--- src/rtl/multi_cycle_control_fsm.sv ---
// Multi-cycle RISC-V sequencer: steps each instruction through IF/ID/EX/MEM/WB with a req/ready memory handshake.
// Define PERF_COUNTER_EN to add the cycle_count / instret_count outputs.
module multi_cycle_control_fsm #(
  parameter int unsigned TIMEOUT_CYCLES = 255
) (
  input  logic        clk,
  input  logic        reset_n,
  input  logic [6:0]  opcode,
  input  logic        branch_taken,
  input  logic        ecall_halt,
  input  logic        mem_ready,
  output logic        mem_req,
  output logic        mem_write,
  output logic        i_or_d,
  output logic        ir_write,
  output logic        mdr_write,
  output logic        reg_write,
  output logic [1:0]  wb_sel,
  output logic        alu_src_a,
  output logic [1:0]  alu_src_b,
  output logic        alu_force_add,
  output logic        pc_write,
  output logic [1:0]  pc_source,
  output logic        is_halted,
  output logic        bus_error,
`ifdef PERF_COUNTER_EN
  output logic [31:0] cycle_count,
  output logic [31:0] instret_count,
`endif
  output logic [2:0]  state
);

  typedef enum logic [2:0] {
    S_IF      = 3'd0,
    S_ID      = 3'd1,
    S_EX      = 3'd2,
    S_MEM     = 3'd3,
    S_WB      = 3'd4,
    S_HALT    = 3'd5,
    S_ERR     = 3'd6,
    S_ILLEGAL = 3'd7
  } state_t;

  localparam logic [6:0] OP_ARITH     = 7'b0110011;
  localparam logic [6:0] OP_ARITH_IMM = 7'b0010011;
  localparam logic [6:0] OP_LOAD      = 7'b0000011;
  localparam logic [6:0] OP_STORE     = 7'b0100011;
  localparam logic [6:0] OP_BRANCH    = 7'b1100011;
  localparam logic [6:0] OP_JAL       = 7'b1101111;
  localparam logic [6:0] OP_JALR      = 7'b1100111;
  localparam logic [6:0] OP_SYSTEM    = 7'b1110011;

  localparam int unsigned      CNT_W      = $clog2(TIMEOUT_CYCLES + 1);
  localparam logic [CNT_W-1:0] WAIT_LIMIT = CNT_W'(TIMEOUT_CYCLES - 1);

  state_t           r_state;
  state_t           w_next_state;
  logic [CNT_W-1:0] r_wait_cnt;
  logic             w_waiting;
  logic             w_timeout;

  // A wait cycle that would make the count reach TIMEOUT_CYCLES is the last one tolerated.
  assign w_waiting = ((r_state == S_IF) || (r_state == S_MEM)) && !mem_ready;
  assign w_timeout = w_waiting && (r_wait_cnt == WAIT_LIMIT);
  assign state     = r_state;

  // NOTE: state registers use non-blocking assignments so every flop samples pre-edge values.
  always_ff @(posedge clk) begin
    if (!reset_n) begin
      r_state    <= S_IF;
      r_wait_cnt <= '0;
    end else begin
      r_state <= w_next_state;
      if (w_waiting && (w_next_state == r_state)) begin
        r_wait_cnt <= r_wait_cnt + CNT_W'(1);
      end else begin
        r_wait_cnt <= '0;
      end
    end
  end

  // NOTE: every output and the next state get a default first, so no path through the case infers a latch.
  always_comb begin
    w_next_state  = r_state;
    mem_req       = 1'b0;
    mem_write     = 1'b0;
    i_or_d        = 1'b0;
    ir_write      = 1'b0;
    mdr_write     = 1'b0;
    reg_write     = 1'b0;
    wb_sel        = 2'd0;
    alu_src_a     = 1'b0;
    alu_src_b     = 2'd0;
    alu_force_add = 1'b0;
    pc_write      = 1'b0;
    pc_source     = 2'd0;
    is_halted     = 1'b0;
    bus_error     = 1'b0;

    case (r_state)
      S_IF: begin
        mem_req       = 1'b1;
        alu_src_b     = 2'd2;
        alu_force_add = 1'b1;
        if (mem_ready) begin
          ir_write     = 1'b1;
          pc_write     = 1'b1;
          w_next_state = S_ID;
        end else if (w_timeout) begin
          w_next_state = S_ERR;
        end
      end

      S_ID: begin
        alu_src_b     = 2'd1;
        alu_force_add = 1'b1;
        case (opcode)
          OP_SYSTEM:  w_next_state = ecall_halt ? S_HALT : S_IF;
          OP_ARITH, OP_ARITH_IMM, OP_LOAD, OP_STORE,
          OP_BRANCH, OP_JAL, OP_JALR: w_next_state = S_EX;
          default:    w_next_state = S_IF;
        endcase
      end

      S_EX: begin
        w_next_state = S_IF;
        case (opcode)
          OP_ARITH: begin
            alu_src_a    = 1'b1;
            w_next_state = S_WB;
          end
          OP_ARITH_IMM: begin
            alu_src_a    = 1'b1;
            alu_src_b    = 2'd1;
            w_next_state = S_WB;
          end
          OP_LOAD, OP_STORE: begin
            alu_src_a     = 1'b1;
            alu_src_b     = 2'd1;
            alu_force_add = 1'b1;
            w_next_state  = S_MEM;
          end
          OP_BRANCH: begin
            alu_src_a = 1'b1;
            if (branch_taken) begin
              pc_write  = 1'b1;
              pc_source = 2'd1;
            end
          end
          OP_JAL: begin
            pc_write  = 1'b1;
            pc_source = 2'd1;
            reg_write = 1'b1;
            wb_sel    = 2'd2;
          end
          OP_JALR: begin
            alu_src_a     = 1'b1;
            alu_src_b     = 2'd1;
            alu_force_add = 1'b1;
            pc_write      = 1'b1;
            pc_source     = 2'd2;
            reg_write     = 1'b1;
            wb_sel        = 2'd2;
          end
          default: w_next_state = S_IF;
        endcase
      end

      S_MEM: begin
        mem_req   = 1'b1;
        i_or_d    = 1'b1;
        mem_write = (opcode == OP_STORE);
        if (mem_ready) begin
          if (opcode == OP_LOAD) begin
            mdr_write    = 1'b1;
            w_next_state = S_WB;
          end else begin
            w_next_state = S_IF;
          end
        end else if (w_timeout) begin
          w_next_state = S_ERR;
        end
      end

      S_WB: begin
        reg_write    = 1'b1;
        wb_sel       = (opcode == OP_LOAD) ? 2'd1 : 2'd0;
        w_next_state = S_IF;
      end

      S_HALT: is_halted = 1'b1;

      S_ERR: begin
        is_halted = 1'b1;
        bus_error = 1'b1;
      end

      default: w_next_state = S_ERR;
    endcase
  end

`ifdef PERF_COUNTER_EN
  logic [31:0] r_cycle_count;
  logic [31:0] r_instret_count;
  logic        w_retire;

  // An instruction retires whenever the sequencer returns to IF from a later stage.
  assign w_retire = (w_next_state == S_IF) &&
                    ((r_state == S_ID) || (r_state == S_EX) ||
                     (r_state == S_MEM) || (r_state == S_WB));

  always_ff @(posedge clk) begin
    if (!reset_n) begin
      r_cycle_count   <= '0;
      r_instret_count <= '0;
    end else begin
      if ((r_state != S_HALT) && (r_state != S_ERR)) begin
        r_cycle_count <= r_cycle_count + 32'd1;
      end
      if (w_retire) begin
        r_instret_count <= r_instret_count + 32'd1;
      end
    end
  end

  assign cycle_count   = r_cycle_count;
  assign instret_count = r_instret_count;
`endif

endmodule

--- config.mk ---
export PLATFORM = sky130hd
export DESIGN_NAME = multi_cycle_control_fsm
export DESIGN_NICKNAME = d
export VERILOG_FILES = /design/src/rtl/multi_cycle_control_fsm.sv
export SDC_FILE = /design/constraint.sdc
export NUM_CORES = 1
export LEC_CHECK = 0
export BUFFER_PORTS_ARGS = -buffer_cell sky130_fd_sc_hd__buf_2
export CORE_UTILIZATION = 43
export DETAILED_ROUTE_END_ITERATION = 16
export GPL_TIMING_DRIVEN = 0
export PLACE_DENSITY_LB_ADDON = 0.12
export SETUP_SLACK_MARGIN = 0.1
export SYNTH_ARGS = -nofsm -noshare
export SYNTH_HDL_FRONTEND = slang
export SYNTH_SLANG_ARGS = --single-unit
--- constraint.sdc ---
create_clock -name clk -period 1.1 [get_ports clk]
set_input_delay 0.055 -clock clk [delete_from_list [all_inputs] [get_ports clk]]
set_output_delay 0.055 -clock clk [all_outputs]
set_load 0.01 [all_outputs]
-- Yosys cells after proc, flatten, opt, wreduce, memory -nomap -nowiden
Index checks and enable logic that the tools add are counted.
- output and inout port bits: 20
- word-level logic and storage cells: 71
- register bits: 11
- equal/unequal tests: 16
- $add $sub $neg: 1
- reduce and logical (&&, ||, !) cells: 17
- multiplexer cells: 35
- operators with widths (cell ; number):
    equality test 7 bit, second input constant ; 4
    two-way mux 1 bit ; 18
    one-hot mux 3 bit (6 select lines) ; 1
    two-way mux 3 bit ; 5
    equality test 7 x 6 -> 1 bit, second input constant ; 2
    one-hot mux 2 bit (3 select lines) ; 2
    one-hot mux 3 bit (2 select lines) ; 2
    OR reduction 2 bit ; 6
    equality test 3 bit, second input constant ; 3
    adder 8 x 1 -> 8 bit, second input constant ; 1
    equality test 8 bit, second input constant ; 1
    one-hot mux 1 bit (2 select lines) ; 4
    equality test 7 x 2 -> 1 bit, second input constant ; 1
    equality test 7 x 5 -> 1 bit, second input constant ; 1
    OR reduction 7 bit ; 1
    equality test 3 x 2 -> 1 bit, second input constant ; 2
    OR reduction 6 bit ; 1
    two-way mux 2 bit ; 2
    one-hot mux 2 bit (2 select lines) ; 1
    OR reduction 4 bit ; 1
    equality test 3 x 1 -> 1 bit, second input constant ; 1
    equality test 3 bit ; 1
    logical AND 1 bit ; 3
    zero test 3 bit ; 1
    other kinds (4) ; 4

-- Logic depth before layout (Yosys ltp)
Gate-level depths: netlist (run 1).
- depth in word-level cells: 10
- mapped depth: 5
- mapped depth without buffers: 5

-- Worst setup path before layout (run 1)
Ideal clock, no wire load.
- path kind: reg2out
- from: register r_state[1], in the netlist state[1]
- to: output port alu_src_b[0]
- slack: -0.360 ns
- cell stages (with the launch flop): 6
- path buffers: 1
- data arrival time: 1.405 ns
- cells stage by stage: dfxtp_1 buf_6 or3b_4 nor3_2 nand3_1 a31oi_1
- longest elaborated chain between the ends: 2
- ends and longest elaborated chain (item ; RTL line ; text):
    from (decl) ; 56 ; state_t r_state;
    from (signal assigned) ; 73 ; r_state <= w_next_state;
    equality test 3 x 2 -> 1 bit (tied with other cells) ; 100 ; case (r_state)
    one-hot mux 2 bit (3 select lines) (*) ; 100 ;
    to (decl) ; 20 ; output logic [1:0] alu_src_b,
Mark *: on every way between the ends. The rest lies on a longest branch, timed or not.

-- Worst setup path after layout (run 1)
- from: register r_state[0], in the netlist state[0]
- to: output port pc_write
- longest elaborated chain between the ends: 2
- ends and longest elaborated chain (item ; RTL line ; text):
    equality test 3 x 2 -> 1 bit or zero test 3 bit (tied branches) ; 100 ;
    one-hot mux 1 bit (2 select lines) (*) ; 100 ;
    to (decl) ; 22 ; output logic pc_write,
Marks and branches as above.

==> flow_metrics.py, run 1 <==
metrics = {
    "synthesis": {
        "mappedNetlistArea_um2": 832,
        "synthTopCellsByArea": "dfxtp_1 26%, nor2_1 6.3%, nand3_1 5.4%",
        "ys_warn_count": 0,
        "postSynthCellCount": 108,
        "synth_edf_count": 0,
        "synth_nets": 122,
        "synthArstFlopShare_pct": 0,
        "synthTopCellsByCount": "14 x nor2_1, 11 x dfxtp_1, 9 x nand3_1",
        "ys_seq_area_share_pct": 26.5,
        "syn_area_per_cell_um2": 7.70,
        "synth_largest_area_cell": "dfxtp_1",
        "synth_seq_cells": 11,
        "synth.most_common_cell": "nor2_1",
        "ys_types": 40,
        "ys.flop_type": "dfxtp_1",
        "synth_top_area_share_pct": 26.5,
    },
    "sta": {
        "tns_ns": -10.83,
        "post-route-min-period_ns": 1.73,
        "drv_slew": 0,
        "fmax_mhz": 578,
        "rsz0062_at_grt": "yes",
        "finalWorstSetupSlack_ns": -0.631,
        "skew_ns": 0.000935,
        "tightest_slew_ns": 0.607,
        "setup_violations": 28,
        "min_period_over_period_pct": 157,
        "hold_viol_final": 0,
        "maxSlewHeadroom_pct": 59.2,
        "hold_slack_ns": 0.0796,
    },
    "worst_setup_path": {
        "crit_path_start": "state[0]",
        "endpoint_kind": "output pin",
        "critPathKind": "reg2out",
        "critPathRequiredTime_ns": 1.04,
        "startpoint_type": "flop",
        "path_cells": "buf_6, or3b_4, buf_4, buf_6, o21bai_1, buf_2",
        "crit_fanout": 3,
        "r2r_start": "state[0]",
        "slowest_stage": "or3b_4",
        "cp.arrival_ns": 1.68,
        "critPathMaxStageDelay_ns": 0.39,
        "critical_path.top_delay_family": "buffers and inverters",
        "crit_buf_inv": 4,
        "r2r_slack_ns": -0.40,
        "crit_top_cell": "buf_6",
    },
    "route": {
        "drt-initial-drc-count": 38,
        "drc": 0,
        "drt-total-wl_mm": 3.27,
        "antenna_left": 0,
        "firstDrtPassIters": 4,
        "wl_per_cell_um": 17.2,
        "viasPerCell": 5.82,
        "vias": 1106,
    },
    "status": {
        "status": "complete, but fails checks",
        "failed_checks": "setup timing",
    },
    "grt": {
        "grt_usage_pct": 26.9,
        "grt_pass1_vias": 934,
        "grt_pass1_wl_mm": 4.06,
        "grt_start_max_net_pins": 11,
        "grt_antenna_before_repair": 0,
        "globalRouteOverflowTotal": 0,
    },
    "clock_tree": {
        "cts_tree": "done",
        "cts_buffers": 3,
        "cts_buffer_depth": 2,
        "clkLatencyLatePin_ns": 0.27,
        "root_buffer": "clkbuf_4",
        "cts.clk_slew.worst_paths_ns": 0.06,
        "htreeDepth": 1,
        "holdBufCountCts": 0,
        "clock_sinks": 11,
    },
    "place": {
        "port_buffers": 31,
        "place.gp.congestion": 0.813,
        "preCtsSetupSlack_ns": -0.323,
        "dp.cells": 164,
        "dp_hpwl_mm": 1.64,
    },
    "floorplanning": {
        "initial_utilization_pct": 47.2,
        "core-area_um2": 1760,
        "die_w_um": 46.0,
        "ios": 32,
        "die_h_um": 46.0,
        "num_rows": 15,
        "dieArea_um2": 2120,
    },
    "power_and_ir_drop": {
        "p_per_area_nw_per_um2": 628,
        "power_leakage_nw": 0.622,
        "total_power_mw": 0.919,
        "ir_drop_uv": 678,
    },
    "hold_path": {
        "hold_class": "in2reg",
        "hp-start": "reset_n",
    },
    "final_layout": {
        "diodes": 0,
        "drive_above_1_share_pct": 62.4,
        "n_fill_cell": 104,
        "stdcell_count": 190,
        "final_nets": 180,
        "synthToLayoutAreaGrowth_pct": 75.9,
    },
    "run": {
        "max_cap_violations": 0,
    },
}
sequential cells by signal, indices dropped and copies added (netlist names):
name,count
r_wait_cnt,8
state,3
cell usage in the layout, fill, tap and decap left out, types with 2 or more instances in the layout:
cell type,synthesis,routed
buf_2,2,28
buf_6,1,14
buf_4,0,13
nand3_1,9,8
nor2_1,14,7
nor2_2,0,6
nand2_1,7,5
xor2_1,5,5
dfxtp_4,0,5
clkbuf_4,0,4
and2_4,1,4
dfxtp_2,0,4
nor2b_4,0,3
o21a_1,3,3
nor3_4,0,2
nand2b_1,3,2
and4b_1,2,2
o21bai_1,2,2
a21oi_1,3,2
a31oi_1,3,2
a21boi_0,2,2
and3_1,2,2
nand4_1,2,2
nand2_2,0,2
o211ai_1,2,2
o31a_1,2,2
dfxtp_1,11,2
cell type report:
type,count,area (µm²),share of cell area (%)
multi-input combinational,91,737,50.3
timing repair buffer,53,383,26.2
sequential,11,244,16.7
buffer,4,35.0,2.39
tap,25,31.3,2.14
clock buffer,4,26.3,1.79
inverter,2,7.51,0.513
path summary, 6_finish.rpt:
| kind | to | cells past startpoint |
|---|---|---|
| hold / removal | state[2] | 2 |
| setup / recovery | pc_write | 6 |
| setup reg to reg | state[0] | 9 |
| hold reg to reg | r_wait_cnt[0] | 1 |
report_power, final:
group / switching (mW) / internal, mW
logic: 0.122 / 0.122
clock network: 0.132 / 0.141
registers: 0.00661 / 0.395
through the flow:
step,instance area (µm²),utilization [%]
2_1_floorplan,886,-
3_3_place_gp,1070,60.8
3_5_place_dp,1070,60.8
4_1_cts,1300,73.6
5_1_grt,1460,83.0
6_report,1460,83.0
per-layer routing:
metal / global-route usage (%) / vias to the layer above / part of all wire, %
met5: 0 / - / 0
met4: 11.8 / 0 / 6.3
met3: 3.97 / 21 / 6.8
met2: 51.5 / 60 / 52
met1: 28.2 / 516 / 35
li1: - / 509 / -
kinds of logic after synthesis:
kind of cell               share of synthesized area [%]
and+or+nand+nor                                     42.7
xor gates and xnor gates                            6.32
AOI/OAI and AO/OA                                   17.6
buffers and inverters                               3.91
adders and majority gates                           3.01
DFF                                                 26.5
timing repair:
action | CTS | global route
endpoints found under the setup margin | 28 | 28
pin swaps | 12 | 12
setup buffers | 14 | 12
resized for setup | 22 | 37
Power figures use the tool's default switching activity.
==> run 2: changes to the inputs <==
--- a/config.mk
+++ b/config.mk
@@ -8,7 +8,7 @@
 export BUFFER_PORTS_ARGS = -buffer_cell sky130_fd_sc_hd__buf_2
 export CORE_UTILIZATION = 43
 export DETAILED_ROUTE_END_ITERATION = 16
-export GPL_TIMING_DRIVEN = 0
+export GPL_TIMING_DRIVEN = 1
 export PLACE_DENSITY_LB_ADDON = 0.12
 export SETUP_SLACK_MARGIN = 0.1
 export SYNTH_ARGS = -nofsm -noshare
==> run 2 against run 1 <==
Critical endpoint unchanged. Sequential cell count unchanged. The flow still finishes with violations (setup timing). Highest routed layer unchanged. Register-to-register slack got worse by 0.04 ns. Largest power group unchanged. Clock power increased by 2%. Sequential share of layout area decreased by 1.9 points.
==> flow_metrics.py, run 2 (synthesis results as in run 1) <==
metrics = {
    "floorplanning": {
        "num_rows": 15,
        "initial_utilization_pct": 47.2,
        "core-area_um2": 1760,
        "die_h_um": 46.0,
        "dieArea_um2": 2120,
        "die_w_um": 46.0,
        "ios": 32,
    },
    "final_layout": {
        "diodes": 0,
        "largest_register": "r_wait_cnt",
        "postLayoutCoreUtil_pct": 89.0,
        "drive_above_1_share_pct": 57.9,
        "stdcell_count": 208,
        "layout_commonest_cell": "buf_4",
        "finalInstanceArea_um2": 1570,
        "synthToLayoutAreaGrowth_pct": 88.7,
        "final_nets": 198,
        "largest_reg_flops": 8,
        "mostFrequentLayoutCells": "36 x buf_4, 26 x buf_2, 11 x buf_6",
    },
    "status": {
        "status": "complete, but fails checks",
        "failed_checks": "setup timing",
    },
    "sta": {
        "drv_slew": 0,
        "min_period_over_period_pct": 148,
        "rsz0062_at_grt": "yes",
        "tightest_slew_ns": 0.346,
        "post-route-min-period_ns": 1.63,
        "fmax_mhz": 615,
        "setup_violations": 28,
        "maxSlewHeadroom_pct": 76.7,
        "skew_ns": 0.00407,
        "tns_ns": -10.35,
        "hold_viol_final": 0,
        "finalWorstSetupSlack_ns": -0.527,
    },
    "route": {
        "viasPerCell": 6.18,
        "antenna_left": 0,
        "drc": 0,
        "vias": 1285,
        "wl_per_cell_um": 19.8,
        "drt-initial-drc-count": 72,
        "firstDrtPassIters": 4,
        "drt-total-wl_mm": 4.12,
    },
    "clock_tree": {
        "holdBufCountCts": 0,
        "clkLatencyLatePin_ns": 0.27,
        "root_buffer": "clkbuf_4",
        "htreeDepth": 1,
        "cts_tree": "done",
        "cts_buffers": 3,
        "cts_buffer_depth": 2,
        "clock_sinks": 11,
        "cts.clk_slew.worst_paths_ns": 0.07,
    },
    "run": {
        "max_cap_violations": 0,
    },
    "power_and_ir_drop": {
        "p_comb_share_pct": 27.2,
        "p_per_area_nw_per_um2": 597,
        "p_clk_share_pct": 29.6,
        "swShare_pct": 29.1,
        "power_frac_seq_pct": 43.2,
        "p_sw_mw": 0.273,
        "intPower_mw": 0.665,
        "ir_drop_uv": 687,
        "power_leakage_nw": 0.711,
    },
    "worst_setup_path": {
        "critPathKind": "reg2out",
        "endpoint_kind": "output pin",
        "cp.arrival_ns": 1.57,
        "startpoint_type": "flop",
        "critPathRequiredTime_ns": 1.04,
        "reg2reg_depth": 6,
        "crit_fanout": 6,
    },
    "grt": {
        "grt_pass1_vias": 1101,
        "globalRouteOverflowTotal": 0,
        "grt_start_max_net_pins": 11,
        "grt_usage_pct": 32.7,
        "grt_pass1_wl_mm": 4.88,
        "grt_antenna_before_repair": 0,
    },
    "place": {
        "place.gp.congestion": 0.873,
        "dp_hpwl_mm": 2.06,
        "preCtsSetupSlack_ns": -0.186,
        "port_buffers": 31,
        "post_dp_cell_area_um2": 1310,
        "dp.cells": 194,
    },
    "hold_path": {
        "hold_path_depth": 2,
        "hold_class": "in2reg",
    },
}
-- run 2: cell count changes in the layout (fill, tap and decap cells not counted), sizes merged --
cell / before / now
clkbuf: 5 / 4
buf: 56 / 75
-- run 2: path summary, 6_finish.rpt --
kind,startpoint,end,slack [ns]
worst min register to register,r_wait_cnt[0],r_wait_cnt[0],0.55
worst max-delay path,state[1],pc_write,-0.53
worst min-delay path,reset_n,state[2],0.08
worst max register to register,state[1],state[2],-0.44
-- run 2: worst max-delay path: stages (launching register included) --
cell	delay [ns]
dfxtp_4	0.39
or3b_4	0.42
buf_4	0.18
o21bai_1	0.16
buf_2	0.16
-- run 2: power groups by stage --
stage	sequential, mW	clock [mW]	combinational, mW
floorplan	0.420	0	0.0749
global placement	0.418	0	0.182
detailed placement	0.418	0	0.186
CTS	0.406	0.282	0.217
global route	0.406	0.304	0.266
finish	0.406	0.277	0.255
-- run 2: metal layers --
metal	GRT usage [%]	wire [µm]
met1	33.9	1450
met2	59.4	1880
met3	7.14	424
met4	18.2	367
met5	0	0
-- run 2: area by class of cell --
class	count	area, µm²
multi-input combinational	91	714
timing repair buffer	75	559
sequential	11	231
fill	84	194
tap	25	31.3
clock buffer	4	26.3
inverter	2	7.51
-- run 2: timing repair --
action,CTS,global route
buffers inserted,7,4
setup endpoints to repair,28,30
gates resized for setup,16,20
hold endpoints to repair,0,0
gates cloned,0,0
pin swaps,12,6
-- run 2: per-stage QoR --
step           hold WS (ns)  power, mW
5_1_grt              0.0856      0.976
3_3_place_gp          0.337      0.599
2_1_floorplan         0.164      0.495
3_5_place_dp          0.339      0.605
4_1_cts              0.0570      0.906
6_report             0.0844      0.938
==> run 3: changes to the inputs <==
--- a/config.mk
+++ b/config.mk
@@ -10,7 +10,9 @@
 export DETAILED_ROUTE_END_ITERATION = 16
 export GPL_TIMING_DRIVEN = 1
 export PLACE_DENSITY_LB_ADDON = 0.12
+export RECOVER_POWER = 50
 export SETUP_SLACK_MARGIN = 0.1
+export SKIP_LAST_GASP = 1
 export SYNTH_ARGS = -nofsm -noshare
 export SYNTH_HDL_FRONTEND = slang
 export SYNTH_SLANG_ARGS = --single-unit
==> run 3 against run 2 <==
Clock skew fell by 0.0033 ns. Via count fell by 1.2%. The run still ends with setup timing left. Worst hold slack improved by 0.0067 ns. Global-route usage fell by 2.9 points. First-iteration DRC count did not move. Power rose by 0.79%. Clock power barely moved.
==> flow_metrics.py, run 3 (synthesis results as in run 1) <==
metrics = {
    "status": {
        "status": "complete, but fails checks",
        "failed_checks": "setup timing",
    },
    "hold_path": {
        "hold_path_depth": 2,
        "min_to": "state[1]",
        "hold_class": "in2reg",
        "hp-start": "reset_n",
    },
    "worst_setup_path": {
        "crit_fanout": 7,
        "critPathRequiredTime_ns": 1.04,
        "cp.arrival_ns": 1.58,
        "critPathKind": "reg2out",
        "path_cells": "or3b_4, nor3_4, nand3_2, a31oi_2, buf_2",
        "reg2reg_depth": 6,
        "r2r_start": "state[1]",
        "startpoint_type": "flop",
        "slowest_stage": "or3b_4",
        "endpoint_kind": "output pin",
        "r2r-end": "state[2]",
        "r2r_slack_ns": -0.42,
        "critPathMaxStageDelay_ns": 0.42,
    },
    "sta": {
        "maxSlewHeadroom_pct": 76.9,
        "setup_violations": 28,
        "post-route-min-period_ns": 1.64,
        "rsz0062_at_grt": "yes",
        "finalWorstSetupSlack_ns": -0.537,
        "drv_slew": 0,
        "tightest_slew_ns": 0.343,
        "hold_viol_final": 0,
        "skew_ns": 0.000753,
        "min_period_over_period_pct": 149,
        "fmax_mhz": 611,
    },
    "clock_tree": {
        "clkLatencyLatePin_ns": 0.27,
        "htreeDepth": 1,
        "cts_buffer_depth": 2,
        "cts.clk_slew.worst_paths_ns": 0.07,
        "cts_tree": "done",
        "cts_buffers": 3,
        "clock_sinks": 11,
        "root_buffer": "clkbuf_4",
    },
    "power_and_ir_drop": {
        "power_leakage_nw": 0.715,
        "p_comb_share_pct": 27.6,
        "p_sw_mw": 0.271,
        "p_per_area_nw_per_um2": 606,
        "power_frac_seq_pct": 42.8,
        "total_power_mw": 0.945,
        "swShare_pct": 28.6,
        "p_clk_share_pct": 29.6,
        "ir_drop_uv": 815,
        "intPower_mw": 0.675,
    },
    "final_layout": {
        "layout_commonest_cell": "buf_4",
        "largest_reg_flops": 8,
        "seqCellArea_um2": 231,
        "final_nets": 199,
        "stdcell_count": 209,
        "postLayoutCoreUtil_pct": 88.4,
        "multiInputGateArea_um2": 699,
        "drive_above_1_share_pct": 57.6,
        "diodes": 0,
        "synthToLayoutAreaGrowth_pct": 87.5,
        "n_fill_cell": 87,
        "largest_register": "r_wait_cnt",
        "mostFrequentLayoutCells": "35 x buf_4, 27 x buf_2, 13 x buf_6",
    },
    "grt": {
        "globalRouteOverflowTotal": 0,
        "grt_antenna_before_repair": 0,
        "grt_start_max_net_pins": 11,
        "grt_pass1_vias": 1051,
        "grt_usage_pct": 29.7,
        "grt_pass1_wl_mm": 4.48,
    },
    "route": {
        "firstDrtPassIters": 4,
        "vias": 1269,
        "antenna_left": 0,
        "wl_per_cell_um": 18.8,
        "drc": 0,
        "drt-total-wl_mm": 3.92,
        "viasPerCell": 6.07,
        "drt-initial-drc-count": 72,
    },
    "place": {
        "preCtsSetupSlack_ns": -0.186,
        "port_buffers": 31,
        "place.gp.congestion": 0.873,
        "dp.cells": 194,
        "dp_hpwl_mm": 2.06,
    },
    "floorplanning": {
        "num_rows": 15,
        "core-area_um2": 1760,
        "ios": 32,
        "initial_utilization_pct": 47.2,
        "die_w_um": 46.0,
        "dieArea_um2": 2120,
        "die_h_um": 46.0,
    },
    "run": {
        "max_cap_violations": 0,
    },
}
==> run 3: stage by stage <==
step	cell area, µm²	setup TNS, ns	hold WS [ns]
after floorplan	886	-0.716	0.164
after global placement	1310	-1.84	0.337
after detailed placement	1310	-2.75	0.339
after CTS	1450	-7.63	0.0570
after global routing	1560	-11.16	0.0877
final	1560	-9.37	0.0911
==> run 3: area by class of cell <==
class	instances	area share, %
Tap cell	25	2.00
Clock buffer	4	1.68
Inverter	2	0.481
Multi-Input combinational cell	91	44.8
Timing Repair Buffer	76	36.2
Sequential cell	11	14.8
==> run 3: critical path, delay by kind of cell, from the launching register on <==
family	cells	cell delay, ns
compound gates	1	0.12
buf+inv	1	0.15
flops	1	0.38
simple gates	3	0.67
==> run 3: per-layer routing <==
metal	part of all wire (%)	global-route usage, %	wire [µm]	up-vias
met4	6.5	15.3	253	0
met3	11	5.56	421	38
li1	-	-	-	546
met5	0	0	0	-
met1	36	31.2	1410	580
met2	47	54.9	1840	105
==> run 3: worst max path at each step <==
stage,cells after the start,from,slack (ns),end
4_1_cts,5,state[1],-0.48,alu_src_b[0]
6_report,5,state[1],-0.54,alu_src_b[0]
3_3_place_gp,5,state[1],-0.15,alu_src_b[0]
3_5_place_dp,5,state[1],-0.19,alu_src_b[0]
2_1_floorplan,5,state[1],-0.20,alu_src_b[0]
5_1_grt,5,state[1],-0.60,alu_src_b[0]
==> run 3: power groups by stage <==
stage	Sequential [mW]	Clock, mW	Combinational [mW]
CTS	0.406	0.282	0.213
detailed placement	0.418	0	0.186
floorplan	0.420	0	0.0749
global route	0.405	0.308	0.274
global placement	0.418	0	0.182
finish	0.404	0.280	0.261
==> run 3: repair_timing <==
action / 4_1_cts / 5_1_grt
setup endpoints to repair: 28 / 29
hold buffers: 0 / 0
buffers inserted: 7 / 4
resized for setup: 13 / 21
pin swaps: 12 / 8
